[config.mk]
export PLATFORM = sky130hd
export DESIGN_NAME = seq_expect_monitor
export DESIGN_NICKNAME = d
export VERILOG_FILES = /design/src/rtl/seq_mon_pkg.sv /design/src/rtl/seq_mon_sat_cnt.sv /design/src/rtl/seq_expect_monitor.sv
export SDC_FILE = /design/constraint.sdc
export NUM_CORES = 1
export LEC_CHECK = 0
export BUFFER_PORTS_ARGS = -buffer_cell sky130_fd_sc_hd__clkbuf_2
export CELL_PAD_IN_SITES_DETAIL_PLACEMENT = 1
export CELL_PAD_IN_SITES_GLOBAL_PLACEMENT = 2
export CORE_MARGIN = 1
export CORE_UTILIZATION = 24
export CTS_CLUSTER_DIAMETER = 50
export DETAILED_ROUTE_END_ITERATION = 12
export GPL_TIMING_DRIVEN = 0
export PLACE_DENSITY = 0.86
export SYNTH_ARGS = -nofsm -noshare
export SYNTH_HDL_FRONTEND = slang
export SYNTH_SLANG_ARGS = --single-unit
[constraint.sdc]
create_clock -name clk -period 3.2 [get_ports clk]
set_input_delay 0.16 -clock clk [delete_from_list [all_inputs] [get_ports clk]]
set_output_delay 0.16 -clock clk [all_outputs]
set_load 0.01 [all_outputs]
[src/rtl/seq_mon_pkg.sv]
// Shared types for the a ##1 b ##1 c ##1 !c expect monitor: FSM states,
// sticky failure codes and the width of the failure code field.
package seq_mon_pkg;

   localparam int FAIL_STAGE_W = 3;

   typedef enum logic [2:0] {
      IDLE   = 3'd0,
      EXP_A  = 3'd1,
      EXP_B  = 3'd2,
      EXP_C  = 3'd3,
      EXP_NC = 3'd4
   } seq_state_e;

   typedef enum logic [FAIL_STAGE_W-1:0] {
      FS_NONE      = 3'd0,
      FS_A_MISSING = 3'd1,
      FS_B_MISSING = 3'd2,
      FS_C_MISSING = 3'd3,
      FS_C_HELD    = 3'd4,
      FS_TIMEOUT   = 3'd5
   } fail_stage_e;

endpackage

[src/rtl/seq_mon_sat_cnt.sv]
// Saturating event counter: counts one per cycle while inc_i is high,
// sticks at all-ones, and clears only on reset.
module seq_mon_sat_cnt #(
   parameter int W = 16
) (
   input  logic         clk,
   input  logic         rst,
   input  logic         inc_i,
   output logic [W-1:0] count_o
);

   logic [W-1:0] count_q;

   // Count up on each event, holding once every bit is set.
   always_ff @(posedge clk or posedge rst) begin
      if (rst) begin
         count_q <= '0;
      end else if (inc_i && (count_q != {W{1'b1}})) begin
         count_q <= count_q + 1'b1;
      end
   end

   assign count_o = count_q;

endmodule

[src/rtl/seq_expect_monitor.sv]
// Single-attempt hardware checker for the handshake a ##1 b ##1 c ##1 !c.
// Each start pulse accepted in IDLE arms one attempt; the outcome is a
// one-cycle pass or fail pulse plus a sticky fail_stage code.
// Optional feature macro: SEQ_MON_COUNT_EN builds saturating pass/fail
// counters; without it pass_cnt/fail_cnt are constant zero.
module seq_expect_monitor
   import seq_mon_pkg::*;
#(
   parameter int WAIT_FOR_A     = 0,
   parameter int TIMEOUT_CYCLES = 20000,
   parameter int CNT_W          = 16
) (
   input  logic                    clk,
   input  logic                    rst,
   input  logic                    start,
   input  logic                    a,
   input  logic                    b,
   input  logic                    c,
   output logic                    busy,
   output logic                    pass,
   output logic                    fail,
   output logic [FAIL_STAGE_W-1:0] fail_stage,
   output logic [CNT_W-1:0]        pass_cnt,
   output logic [CNT_W-1:0]        fail_cnt
);

   localparam int TMO_W = $clog2(TIMEOUT_CYCLES + 1);
   localparam logic [TMO_W-1:0] TMO_LAST = TMO_W'(TIMEOUT_CYCLES - 1);

   seq_state_e        state_q, state_d;
   fail_stage_e       stage_q, stage_d;
   logic [TMO_W-1:0]  tmo_q, tmo_d;
   logic              busy_q, busy_d;
   logic              pass_q, pass_d;
   logic              fail_q, fail_d;

   // State, timeout counter and all visible outputs are registered so the
   // result pulses and busy change together on the deciding edge.
   always_ff @(posedge clk or posedge rst) begin
      if (rst) begin
         state_q <= IDLE;
         stage_q <= FS_NONE;
         tmo_q   <= '0;
         busy_q  <= 1'b0;
         pass_q  <= 1'b0;
         fail_q  <= 1'b0;
      end else begin
         state_q <= state_d;
         stage_q <= stage_d;
         tmo_q   <= tmo_d;
         busy_q  <= busy_d;
         pass_q  <= pass_d;
         fail_q  <= fail_d;
      end
   end

   // Next-state decisions: each EXP_* state checks only its own strobe,
   // and any miss ends the attempt with the matching code. An unknown
   // strobe falls into the else branches, so it counts as low.
   always_comb begin
      state_d = state_q;
      stage_d = stage_q;
      tmo_d   = tmo_q;
      pass_d  = 1'b0;
      fail_d  = 1'b0;
      case (state_q)
         IDLE: begin
            if (start) begin
               state_d = EXP_A;
               stage_d = FS_NONE;
               tmo_d   = '0;
            end
         end
         EXP_A: begin
            if (a) begin
               state_d = EXP_B;
            end else if (WAIT_FOR_A == 0) begin
               state_d = IDLE;
               stage_d = FS_A_MISSING;
               fail_d  = 1'b1;
            end else if (tmo_q == TMO_LAST) begin
               state_d = IDLE;
               stage_d = FS_TIMEOUT;
               fail_d  = 1'b1;
            end else begin
               tmo_d = tmo_q + 1'b1;
            end
         end
         EXP_B: begin
            if (b) begin
               state_d = EXP_C;
            end else begin
               state_d = IDLE;
               stage_d = FS_B_MISSING;
               fail_d  = 1'b1;
            end
         end
         EXP_C: begin
            if (c) begin
               state_d = EXP_NC;
            end else begin
               state_d = IDLE;
               stage_d = FS_C_MISSING;
               fail_d  = 1'b1;
            end
         end
         EXP_NC: begin
            state_d = IDLE;
            if (c) begin
               stage_d = FS_C_HELD;
               fail_d  = 1'b1;
            end else begin
               pass_d  = 1'b1;
            end
         end
         default: begin
            state_d = IDLE;
         end
      endcase
      busy_d = (state_d != IDLE);
   end

   assign busy       = busy_q;
   assign pass       = pass_q;
   assign fail       = fail_q;
   assign fail_stage = stage_q;

`ifdef SEQ_MON_COUNT_EN
   seq_mon_sat_cnt #(.W(CNT_W)) u_pass_cnt (
      .clk     (clk),
      .rst     (rst),
      .inc_i   (pass_d),
      .count_o (pass_cnt)
   );

   seq_mon_sat_cnt #(.W(CNT_W)) u_fail_cnt (
      .clk     (clk),
      .rst     (rst),
      .inc_i   (fail_d),
      .count_o (fail_cnt)
   );
`else
   assign pass_cnt = '0;
   assign fail_cnt = '0;
`endif

endmodule

==> flow_metrics.py, run 1 <==
metrics = {
    "grt": {
        "grt-ovfl-total": 0,
        "grt_pass1_vias": 587,
        "grt_max_degree": 11,
        "grt_pass1_wl_um": 2530,
        "antenna_found_initial": 0,
        "grtUsageTotal": 0.103,
    },
    "finish": {
        "drive_gt1_frac": 0.391,
        "nets": 135,
        "final_cells": 159,
        "layout_common_cells": "buf_4, conb_1, clkbuf_2",
        "areaGrowthSynthToFinish_pct": 34.5,
        "diodes": 0,
        "nFillCells": 358,
    },
    "placed_design": {
        "port_buffers": 11,
        "dpl.hpwl_um": 1230,
        "gp_congestion": 0.733,
        "numPlacedInstances": 154,
    },
    "min_path": {
        "whs_path_depth": 2,
        "hold_start": "c",
        "min_to": "pass",
        "hold_path.class": "input port to register",
    },
    "timing": {
        "finalCriticalPeriod_ns": 1.19,
        "setup_viol": 0,
        "fmax_mhz": 839,
        "finalClockSkew_ns": 0.00167,
        "tns_ns": 0,
        "rsz0062_at_grt": "false",
        "fin_crit_sh": 0.372,
        "hold_viol": 0,
        "slew_violations": 0,
    },
    "critical_path": {
        "crit_arrival_ns": 1.38,
        "critPathMaxFanout": 10,
        "timing.rr.start": "state_q[1]",
        "startpoint_type": "register",
        "worstSetupPathType": "register to register",
        "rrSetupSlack_ns": 2.01,
        "critPathRequiredTime_ns": 3.38,
        "endpoint_kind": "register",
        "r2r-end": "fail_stage[1]",
        "reg2reg_depth": 4,
    },
    "floorplan": {
        "initial_utilization": 0.257,
        "fp-row-count": 19,
        "die_h_um": 56.6,
        "core-area_um2": 2780,
        "die_w_um": 56.6,
        "ios": 44,
        "die-area_um2": 3200,
    },
    "routing": {
        "vias": 624,
        "drc_errors": 0,
        "vias_per_cell": 3.92,
        "dr.pass1.iters": 4,
        "drt-initial-drc-count": 27,
        "antenna_left": 0,
        "wl_um": 1550,
        "routedWlPerCell_um": 9.72,
    },
    "clock_network": {
        "tritoncts": "built",
        "cts_resized": 0,
        "cts_sinks": 9,
        "clk_pin_slew_worst_paths_ns": 0.06,
        "clock_latency_ns": 0.27,
        "cts_setup_buffers": 0,
        "cts_buffer_depth": 2,
        "cts_max_level": 1,
        "cts_buffers": 3,
        "hold_buffers": 1,
        "cts_root_buf": "clkbuf_4",
    },
    "synth": {
        "ys_ff_latch": 9,
        "yosysWarnings": 0,
        "synth_top_cell_by_area": "buf_4",
        "synth.distinct_cells": 21,
        "syn_inst": 81,
        "syn_avg_cell_area_um2": 8.82,
        "syn_area_um2": 714,
        "synth.top_cell.area_share": 0.336,
        "synth.area.top_cells": "buf_4, dfrtp_1, a21oi_1",
        "ys_seq_area_frac": 0.315,
    },
    "power": {
        "p_leak_nw": 0.546,
        "vdd_drop_max_mv": 0.227,
        "total_power_mw": 0.460,
        "power_density_nw_per_um2": 479,
    },
    "run": {
        "cap_violations": 0,
    },
    "run_status": {
        "status": "completed",
    },
}
[kinds of logic after synthesis]
group                  share of synthesized area
other                                    0.00525
buffers and inverters                      0.384
AND/OR/NAND/NOR                            0.138
AO/OA/AOI/OAI                              0.130
flip-flops                                 0.315
multiplexers                              0.0280
[worst max-delay path, cell delays in order, from the launching register on]
cell and delay, ns:
dfrtp_1 0.44, buf_6 0.17, nor4_2 0.30, o21ai_0 0.12, o21ai_0 0.09
[worst max-delay path by stage]
stage | from | to | slack (ns) | depth (start not counted)
final | state_q[1] | fail_stage[1] | 2.01 | 4
after floorplan | state_q[1] | fail_stage[1] | 2.15 | 4
after CTS | state_q[1] | fail_stage[1] | 2.00 | 4
after global placement | state_q[1] | fail_stage[1] | 2.03 | 4
after detailed placement | state_q[1] | fail_stage[1] | 2.01 | 4
after global routing | state_q[1] | fail_stage[1] | 1.94 | 4
[stage by stage]
| stage | utilization | hold WS [ns] | setup slack, ns | instance area [um2] |
|---|---|---|---|---|
| floorplan | - | -0.0121 | 2.15 | 831 |
| global placement | 0.332 | 0.126 | 2.03 | 925 |
| detailed placement | 0.332 | 0.132 | 2.01 | 925 |
| CTS | 0.345 | 0.187 | 2.00 | 961 |
| global route | 0.345 | 0.195 | 1.94 | 961 |
| finish | 0.345 | 0.185 | 2.01 | 961 |
[metal layers]
metal / GRT usage / vias to the layer above / routed length (um)
met5: 0 / - / 0
met4: 0.0523 / 0 / 29
met3: 0.0346 / 4 / 137
met2: 0.187 / 32 / 773
met1: 0.105 / 282 / 606
li1: - / 306 / -
[state kept, by name, summed over array words and instances, names as in the netlist]
signal and cells:
state_q 3, fail_stage 3, busy 1, pass 1, fail 1
[power by group]
part / switching [mW] / internal (mW)
Combinational: 0.104 / 0.0954
Clock: 0.0418 / 0.0482
Sequential: 0.0277 / 0.144
Total: 0.173 / 0.287
[layout make-up]
| class | instances | area (um2) | share of cell area |
|---|---|---|---|
| Tap cell | 31 | 38.8 | 0.0404 |
| Multi-Input combinational cell | 66 | 332 | 0.345 |
| Timing Repair Buffer | 12 | 65.1 | 0.0677 |
| Clock buffer | 4 | 26.3 | 0.0273 |
| Buffer | 34 | 263 | 0.273 |
| Inverter | 3 | 11.3 | 0.0117 |
| Sequential cell | 9 | 225 | 0.234 |
[cell usage after synthesis, drive strengths merged]
cell and count:
dfrtp 9, nand2 2, a21o 1, nor3b 1
nand3b 2, conb 1, buf 34, nor3 4
a22oi 1, nor2 1, nand4b 1, nand4 2
nor4 2, a21oi 6, inv 3, o21ai 8
mux2i 2, o21bai 1
Power figures use the tool's default switching activity.
==> run 2: changes to the inputs <==
CORE_UTILIZATION = 22   (was 24)
PLACE_DENSITY = 0.8   (was 0.86)
clock period = 1.1 ns   (was 3.2 ns; I/O delays follow)
==> run 2 against run 1 <==
Against the previous run: the run now ends with setup timing left; fmax increased by 3.6%; power increased to 3.3 times the previous value; critical path type unchanged; clock power increased to 3.1 times the previous value; hold slack got worse by 0.054 ns.
==> flow_metrics.py, run 2 (synthesis results as in run 1) <==
metrics = {
    "run_status": {
        "status": "finished with violations",
        "violations": "setup timing",
    },
    "grt": {
        "antenna_found_initial": 0,
        "grt_use_met1": 0.0996,
        "grt_max_degree": 11,
        "grt_pass1_vias": 640,
        "grt_pass1_wl_um": 2870,
        "grtUsageTotal": 0.112,
        "use_met3": 0.0197,
        "grt_busiest_layer": "met2",
        "groute.layer.met2.usage": 0.221,
        "grt-ovfl-total": 0,
    },
    "finish": {
        "layout_common_cells": "buf_4, conb_1, clkbuf_2",
        "drive_gt1_frac": 0.496,
        "final_common_cell": "buf_4",
        "areaGrowthSynthToFinish_pct": 51.3,
        "diodes": 0,
        "final_area_um2": 1080,
        "nets": 140,
    },
    "routing": {
        "drt-initial-drc-count": 32,
        "vias_per_cell": 3.85,
        "wl_um": 1920,
        "dr.pass1.iters": 5,
        "vias": 681,
        "antenna_left": 0,
        "routedWlPerCell_um": 10.9,
        "drc_errors": 0,
    },
    "critical_path": {
        "r2r-end": "fail_stage[2]",
        "critPathMaxFanout": 5,
        "worstSetupPathType": "register to register",
        "crit_arrival_ns": 1.30,
        "cpMostUsedCell": "o21ai_1",
        "rrSetupSlack_ns": -0.05,
        "critPathRequiredTime_ns": 1.25,
        "reg2reg_depth": 4,
        "crit_chain": "mux2i_4, o21ai_2, o21ai_1, o21ai_1",
        "setup.worst_path.start": "state_q[0]",
        "slowest_delay_ns": 0.47,
        "timing.rr.start": "state_q[0]",
        "endpoint_kind": "register",
        "startpoint_type": "register",
        "critPathSlowestCell": "dfrtp_2",
        "crit_end": "fail_stage[2]",
    },
    "power": {
        "vdd_drop_max_mv": 0.311,
        "power_density_nw_per_um2": 1410,
        "p_leak_nw": 0.580,
        "total_power_mw": 1.53,
    },
    "floorplan": {
        "initial_utilization": 0.232,
        "core-area_um2": 3080,
        "die_w_um": 59.0,
        "fp-row-count": 20,
        "die_h_um": 59.0,
        "ios": 44,
        "die-area_um2": 3480,
    },
    "clock_network": {
        "cts_root_buf": "clkbuf_4",
        "cts_buffer_depth": 2,
        "clock_latency_ns": 0.27,
        "cts_max_level": 1,
        "cts_sinks": 9,
        "cts_buffers": 3,
        "tritoncts": "built",
        "clk_pin_slew_worst_paths_ns": 0.07,
    },
    "timing": {
        "fmax_mhz": 869,
        "setup_viol": 4,
        "slew_violations": 0,
        "fin_crit_sh": 1.05,
        "rsz0062_at_grt": "true",
        "finalCriticalPeriod_ns": 1.15,
        "worst_slack_ns": -0.0503,
        "hold_viol": 0,
        "finalClockSkew_ns": 0.00839,
    },
    "min_path": {
        "hold_path.class": "input port to register",
    },
    "placed_design": {
        "port_buffers": 11,
        "placed_cell_area_um2": 941,
        "dpl.hpwl_um": 1360,
        "gp_congestion": 0.783,
    },
    "run": {
        "cap_violations": 0,
    },
}
-- run 2: cell type report --
class / count / area (um2)
Fill cell: 388 / 2000
Multi-Input combinational cell: 66 / 385
Tap cell: 44 / 55.1
Inverter: 3 / 16.3
Buffer: 34 / 263
Clock buffer: 4 / 26.3
Timing Repair Buffer: 17 / 106
Sequential cell: 9 / 229
-- run 2: stage by stage --
step / hold WS (ns) / setup TNS [ns] / std cells / utilization / setup WS [ns]
2_1_floorplan: -0.117 / 0 / 112 / - / 0.0538
3_3_place_gp: 0.0164 / -0.187 / 167 / 0.306 / -0.0883
3_5_place_dp: 0.0301 / -0.240 / 167 / 0.306 / -0.0750
4_1_cts: 0.0756 / -0.0458 / 175 / 0.330 / -0.0456
5_1_grt: 0.138 / -0.290 / 177 / 0.351 / -0.0945
6_report: 0.132 / -0.120 / 177 / 0.351 / -0.0503
-- run 2: report_power, final --
part           switching, mW  internal (mW)
Combinational          0.374          0.357
Sequential            0.0988          0.422
Clock                  0.134          0.141
-- run 2: how the worst min path moves through the flow --
stage | start | end | cells past startpoint | slack, ns
final | c | pass | 2 | 0.13
after global routing | c | pass | 2 | 0.14
after CTS | c | pass | 2 | 0.08
after detailed placement | rst | state_q[1] | 2 | 0.03
after global placement | rst | pass | 2 | 0.02
after floorplan | rst | busy | 1 | -0.12
-- run 2: what timing repair did --
| item | CTS | global route |
|---|---|---|
| endpoints found under the setup margin | 5 | 7 |
| hold buffers | 1 | 0 |
| gates resized for setup | 6 | 15 |
| cloned | 0 | 0 |
| hold endpoints to repair | 9 | 0 |
| pin swaps | 1 | 5 |
| setup buffers | 3 | 2 |
-- run 2: worst max-delay path, delay by kind of cell (launching register included) --
kind / cells / cell delay, ns
flip-flops: 1 / 0.47
AO/OA/AOI/OAI: 3 / 0.29
multiplexers: 1 / 0.27
-- run 2: per-layer routing --
| layer | up-vias | part of all wire |
|---|---|---|
| met5 | - | 0 |
| met4 | 0 | 0.022 |
| met3 | 4 | 0.081 |
| met2 | 35 | 0.53 |
| met1 | 327 | 0.36 |
| li1 | 315 | - |
